**config.mk**
```make
export PLATFORM = sky130hd
export DESIGN_NAME = spi_word_reader_flat
export DESIGN_NICKNAME = d
export VERILOG_FILES = /design/src/rtl/spi_word_reader_if.sv /design/src/rtl/spi_word_reader.sv /design/src/flat_wrapper.sv
export SDC_FILE = /design/constraint.sdc
export NUM_CORES = 1
export LEC_CHECK = 0
export BUFFER_PORTS_ARGS = -buffer_cell sky130_fd_sc_hd__buf_2
export CORE_UTILIZATION = 60
export DETAILED_ROUTE_END_ITERATION = 10
export GPL_ROUTABILITY_DRIVEN = 1
export PLACE_DENSITY = 0.78
export SLEW_MARGIN = 40
export SYNTH_ARGS = -nofsm -noshare
export SYNTH_HDL_FRONTEND = slang
export SYNTH_SLANG_ARGS = --single-unit
```
**constraint.sdc**
```tcl
create_clock -name clk -period 4.43 [get_ports clk]
set_input_delay 0.2215 -clock clk [delete_from_list [all_inputs] [get_ports clk]]
set_output_delay 0.2215 -clock clk [all_outputs]
set_load 0.05 [all_outputs]
```
**src/rtl/spi_word_reader_if.sv**
```systemverilog
// spi_word_reader_if: start/status handshake, SPI pins and word output for spi_word_reader.
interface spi_word_reader_if #(parameter int WORD_BITS = 12);
    logic                 start;
    logic                 busy;
    logic                 SPI_clk;
    logic                 cs;
    logic                 MISO;
    logic [WORD_BITS-1:0] data_out;
    logic                 data_valid;
    modport master (input start, MISO, output busy, SPI_clk, cs, data_out, data_valid);
    modport slave  (output start, MISO, input busy, SPI_clk, cs, data_out, data_valid);
endinterface

```
**src/rtl/spi_word_reader.sv**
```systemverilog
// spi_word_reader: SPI mode-0 master reading one WORD_BITS word per start.
// Define SPI_READER_AUTO_EN to re-arm automatically after each GAP and ignore start.
module spi_word_reader #(
    parameter int CLK_DIV   = 4,
    parameter int WORD_BITS = 12
) (
    input logic                clk,
    input logic                rst,
    spi_word_reader_if.master  bus
);
    localparam int TW = $clog2(2*WORD_BITS+1);
    typedef enum logic [1:0] {IDLE, SETUP, SHIFT, GAP} state_t;
    state_t               state_q;
    logic [7:0]           div_q;
    logic [TW-1:0]        tog_q;
    logic [WORD_BITS-1:0] sh_q, data_q;
    logic                 sclk_q, cs_q, busy_q, dv_q;
    logic                 div_end, go;
    assign div_end = div_q == 8'(CLK_DIV-1);
`ifdef SPI_READER_AUTO_EN
    assign go = 1'b1;
`else
    assign go = bus.start;
`endif
    always_ff @(posedge clk or posedge rst) begin
        if (rst) begin
            state_q <= IDLE;
            div_q   <= '0;
            tog_q   <= '0;
            sh_q    <= '0;
            data_q  <= '0;
            sclk_q  <= 1'b0;
            cs_q    <= 1'b1;
            busy_q  <= 1'b0;
            dv_q    <= 1'b0;
        end else begin
            dv_q  <= 1'b0;
            div_q <= div_end ? '0 : div_q + 8'd1;
            case (state_q)
                IDLE: begin
                    div_q <= '0;
                    if (go) begin
                        state_q <= SETUP;
                        cs_q    <= 1'b0;
                        busy_q  <= 1'b1;
                    end
                end
                SETUP: if (div_end) state_q <= SHIFT;
                SHIFT: if (div_end) begin
                    sclk_q <= ~sclk_q;
                    tog_q  <= tog_q + 1'b1;
                    if (!sclk_q) sh_q <= {sh_q[WORD_BITS-2:0], bus.MISO};
                    // final falling edge closes the frame
                    if (tog_q == TW'(2*WORD_BITS-1)) begin
                        state_q <= GAP;
                        tog_q   <= '0;
                        cs_q    <= 1'b1;
                        data_q  <= sh_q;
                        dv_q    <= 1'b1;
                    end
                end
                GAP: if (div_end) begin
                    state_q <= IDLE;
                    busy_q  <= 1'b0;
                end
                default: state_q <= IDLE;
            endcase
        end
    end
    assign bus.SPI_clk    = sclk_q;
    assign bus.cs         = cs_q;
    assign bus.busy       = busy_q;
    assign bus.data_out   = data_q;
    assign bus.data_valid = dv_q;
endmodule

```
**src/flat_wrapper.sv**
```systemverilog
// flat-port wrapper written by rule: the top's interface ports become plain ports
module spi_word_reader_flat 
#(
    parameter int CLK_DIV   = 4,
    parameter int WORD_BITS = 12
)
  (clk, rst, bus_start, bus_MISO, bus_busy, bus_SPI_clk, bus_cs, bus_data_out, bus_data_valid);
  spi_word_reader_if #(.WORD_BITS(WORD_BITS)) bus_i ();
  input logic clk;
  input logic rst;
  input wire logic [$bits(bus_i.start)-1:0] bus_start;
  input wire logic [$bits(bus_i.MISO)-1:0] bus_MISO;
  output wire logic [$bits(bus_i.busy)-1:0] bus_busy;
  output wire logic [$bits(bus_i.SPI_clk)-1:0] bus_SPI_clk;
  output wire logic [$bits(bus_i.cs)-1:0] bus_cs;
  output wire logic [$bits(bus_i.data_out)-1:0] bus_data_out;
  output wire logic [$bits(bus_i.data_valid)-1:0] bus_data_valid;
  assign bus_i.start = bus_start;
  assign bus_i.MISO = bus_MISO;
  assign bus_busy = bus_i.busy;
  assign bus_SPI_clk = bus_i.SPI_clk;
  assign bus_cs = bus_i.cs;
  assign bus_data_out = bus_i.data_out;
  assign bus_data_valid = bus_i.data_valid;
  spi_word_reader #(.CLK_DIV(CLK_DIV), .WORD_BITS(WORD_BITS)) u_core (.clk(clk), .rst(rst), .bus(bus_i));
endmodule
```
**Yosys cells after proc, flatten, opt, wreduce, memory -nomap -nowiden**

Index checks and enable logic that the tools add are counted.

- Bits in registers: 43

- Add/subtract/negate cells: 2
- Equal/unequal tests: 10
- Muxes and demuxes: 19
- Bitwise operators: 1
- Reductions and logical operators: 9

Operators with widths:

| operator | number |
|---|---|
| 8-bit two-way mux | 2 |
| 2-bit two-way mux | 5 |
| 3-bit AND reduction | 3 |
| 8-bit by 1-bit adder with 8-bit output (second input constant) | 1 |
| 8-bit by 2-bit == test with 1-bit output (second input constant) | 1 |
| 1-bit two-way mux | 8 |
| 2-bit by 1-bit != test with 1-bit output (second input constant) | 4 |
| 2-bit one-hot mux with 4 select lines | 1 |
| 5-bit by 1-bit adder with 5-bit output (second input constant) | 1 |
| 5-bit == test (second input constant) | 1 |
| 5-bit two-way mux | 1 |
| 5-bit AND reduction | 1 |
| 2-bit == test (second input constant) | 2 |
| 1-bit one-hot mux with 2 select lines | 2 |
| 4-bit AND reduction | 1 |
| 2-bit nonzero test | 2 |
| 2-bit by 1-bit == test with 1-bit output (second input constant) | 1 |
| 2-bit logical NOT | 1 |
| 2-bit != test (second input constant) | 1 |
| 2-bit AND reduction | 1 |
| 1-bit NOT | 1 |

**Longest topological paths before layout**

- Depth in word-level cells: 4
- Mapped depth: 7
- Mapped depth without buffers: 6

**Worst setup path before layout**

Ideal clock, no wire load.

- Path type: reg-to-reg
- Start: reg u_core.div_q[3]
- End: reg u_core.sh_q[0]
- Library setup time: 125 ps
- Arrival: 1645 ps
- Data required time: 4305 ps
- Slack: 2660 ps
- Cell stages (with the launch flop): 6
- Buffers on the path: 1
- Period minus slack after synthesis: 1770 ps
- Cells stage by stage: dfrtp_1 nor4_4 and4_4 nand2b_4 buf_6 mux2_4

- Word-level cells in the longest chain between the ends: 2

Ends and longest elaborated chain:

| item | RTL line | text |
|---|---|---|
| from (decl) | spi_word_reader.sv:14 | `logic [7:0] div_q;` |
| from (signal assigned) | spi_word_reader.sv:38 | `div_q <= div_end ? '0 : div_q + 8'd1;` |
| 8-bit by 2-bit == test with 1-bit output | spi_word_reader.sv:19 | `assign div_end = div_q == 8'(CLK_DIV-1);` |
| 3-bit AND reduction (no source line) | -- |  |
| to (signal assigned) | spi_word_reader.sv:52 | `if (!sclk_q) sh_q <= {sh_q[WORD_BITS-2:0], bus.MISO};` |
| to (decl) | spi_word_reader.sv:16 | `logic [WORD_BITS-1:0] sh_q, data_q;` |

No other way between the ends.
A chain may end at the register's enable or synchronous reset.

**Final worst setup path**

- Start: reg u_core.div_q[3]
- End: reg u_core.data_q[8] (netlist: u_core.bus.data_out[8])

- Word-level cells in the longest chain between the ends: 2

Ends and longest elaborated chain:

| item | RTL line | text |
|---|---|---|
| 8-bit by 2-bit == test with 1-bit output | spi_word_reader.sv:19 |  |
| 3-bit AND reduction (no source line) | -- |  |
| to (signal assigned) | spi_word_reader.sv:58 | `data_q <= sh_q;` |
| to (decl) | spi_word_reader.sv:16 |  |

No other way between the ends.

==> metrics.txt <==
drt drc 0; ant diodes 0; layout cells sized above 1 between 30% and 40%; port buffer count 19; CTS H-tree depth 2; R2R Path Start u_core.div_q[3]$_DFF_PP0_; final WL 3150 um; largest net degree at the start of global routing 44; Final nets 176; Async S/R FF share, synth 100%; run status finished clean; detailed-router iteration count before antenna repair 4; synthesized area per cell 13.9 um^2; worst skew pair latency 0.36 ns; CTS Buf Count 5; register bit total from synthesis 43; power density cells 491 nW/um^2; Synth Cell Area 1950 um^2; Area Overhead vs Synth 11.4%; Die Y around 60 um; Seq/Total Area, Yosys 55.3%; Area after DPL 2080 um^2; Clock Skew 0.0130 ns; Hold Crit Class in2reg; Crit Path Class reg2reg; Initial Utilization 63.3%; RSZ-0062 raised after global routing false; CTS resizes 0; Final Power 1.07 mW; Final ANT Viol Nets 0; vias in the first global route 1162; Post-Synthesis Net Count 151; f_max 527 MHz; Finished Cell Area 2170 um^2; CP peak stage delay roughly 0.47 ns; TritonCTS clock tree yes; Slew Viols, Final 0; post-synth cell types 36; internal power 0.715 mW; clk root buf clkbuf_4; switching pwr 0.351 mW; Reg2Reg Setup Slack 2.53 ns; Tcrit/Tclk final 42.8%; Setup crit end u_core.bus.data_out[8]$_DFFE_PP0P_; CP max-delay cell dfrtp_1; crit path from u_core.div_q[3]$_DFF_PP0_; Slew HR about two thirds; Mapped Cells 140; final hold violation count 0; clk sinks 43; initial DRC count 39; synth warn 0; worst vdd ir roughly 0.00032 V; area leader, netlist dfrtp_1; routed via count 1138; FILL cells 222; Total Routing Usage GR 21.6%; CP endpoint kind flip-flop; RePlAce Congestion 0.801; clock share of power 23.2%; global-route wire length before repair 5460 um; Reg clk slew, reported paths 0.13 ns; row cnt 20; most common cell after layout, fill and taps aside dfrtp_1; fin util 70.5%; most frequent cells in the layout dfrtp_1, buf_2, mux2_4; DIE AREA around 3500 um^2; sequential share of power 48.5%; routed length per instance roughly 15 um; Worst setup SP type flip-flop; core footprint 3080 um^2; IO Pins 20; initial antenna violation count 0; Comb pwr share 28.2%; Worst-Margin Slew ~0.51 ns; required time worst endpoint about 4.7 ns; Critical Path AT around 2.1 ns; Post-synth EDFFs 0; grt ovf 0; # setup viols final 0; CTS Buffer Depth 2; critical path, cell by cell nor4_4 -> and4_4 -> nand2_4 -> mux2_4; most area-consuming cells after synthesis dfrtp_1, mux2_4, ha_1; CP Max Fanout 13; min cycle time layout 1.90 ns; Fin Setup TNS 0 ns; number of vias per cell 5.42; HPWL Detailed 2180 um; Synth top area share 54.0%; Post-synth top flop dfrtp_1; Leak 1.20 nW; Switching Share 32.9%; Reg2Reg Depth 4; die span in x 59.0 um; reg2reg end u_core.bus.data_out[8]$_DFFE_PP0P_; Max Cap Viol 0
[area by class of cell]
cell class | instances | area [um^2] | area share (%)
sequential | 43 | 1080 | 49.7
tap | 44 | 55.1 | 2.54
clock inverter | 3 | 43.8 | 2.02
inverter | 5 | 18.8 | 0.865
multi-input combinational | 89 | 825 | 38.0
timing repair buffer | 21 | 113 | 5.19
clock buffer | 5 | 37.5 | 1.73
[metrics by stage]
stage               setup slack (ns)  hold slack, ns  std cells
detailed placement              2.57           0.383        201
CTS                             2.54          0.0805        210
finish                          2.53          0.0840        210
global route                    2.44          0.0700        210
global placement                2.58           0.367        201
floorplan                       2.66           0.370        140
[power groups by stage]
stage / Combinational [mW] / Clock (mW) / Sequential (mW)
detailed placement: 0.303 / 0 / 0.525
global placement: 0.286 / 0 / 0.517
global route: 0.341 / 0.269 / 0.527
CTS: 0.303 / 0.254 / 0.517
floorplan: 0.225 / 0 / 0.535
finish: 0.301 / 0.248 / 0.517
[how the worst min path moves through the flow]
stage	start	end	slack, ns	depth (start not counted)
3_3_place_gp	rst	u_core.sh_q[9]$_DFFE_PP0P_	0.37	3
2_1_floorplan	bus_MISO	u_core.sh_q[0]$_DFFE_PP0P_	0.37	1
6_report	bus_MISO	u_core.sh_q[0]$_DFFE_PP0P_	0.08	2
4_1_cts	bus_MISO	u_core.sh_q[0]$_DFFE_PP0P_	0.08	2
3_5_place_dp	rst	u_core.bus.data_out[8]$_DFFE_PP0P_	0.38	3
5_1_grt	bus_MISO	u_core.sh_q[0]$_DFFE_PP0P_	0.07	2
[registers in the layout (all words and copies together), names as in the netlist]
name / cells
u_core.bus.cs: 1
u_core.div_q: 8
u_core.tog_q: 5
u_core.state_q: 2
u_core.bus.busy: 1
u_core.bus.data_valid: 1
u_core.bus.SPI_clk: 1
u_core.sh_q: 12
u_core.bus.data_out: 12
[per-layer routing]
metal | track usage (%) | share of wire (%)
met1 | 29.0 | 47
met2 | 34.1 | 48
met3 | 4.62 | 3.4
met4 | 9.18 | 1.7
met5 | 0 | 0
[logic make-up after synthesis]
kind of cell	Yosys count	synth area share, %
compound gates	9	3.28
xor+xnor	7	3.15
fa+ha+maj	7	4.50
buf+inv	8	2.31
flops	43	55.3
mux	27	19.0
simple gates	39	12.5
[Yosys cell counts, types with 2 or more instances]
master	number
xnor2_1	3
ha_1	7
nand3_1	5
dfrtp_1	42
o21ai_0	2
nor3_1	2
nand2_1	9
mux2_4	18
a21oi_1	2
buf_6	2
inv_1	4
mux2_2	6
nor2_1	8
mux2i_1	2
nor2b_1	2
nand4_1	2
xor2_1	4
and3_1	2
[worst max-delay path, delay by kind of cell, from the launching register on]
kind / cells / cell delay [ns]
flip-flops: 1 / 0.47
AND/OR/NAND/NOR: 3 / 0.96
multiplexers: 1 / 0.34
[repair_timing]
action                    in CTS  in global routing
hold endpoints to repair      42                  0
buffers inserted               0                  0
hold buffers                   1                  0
No activity file was read; power rests on OpenSTA's default activity.
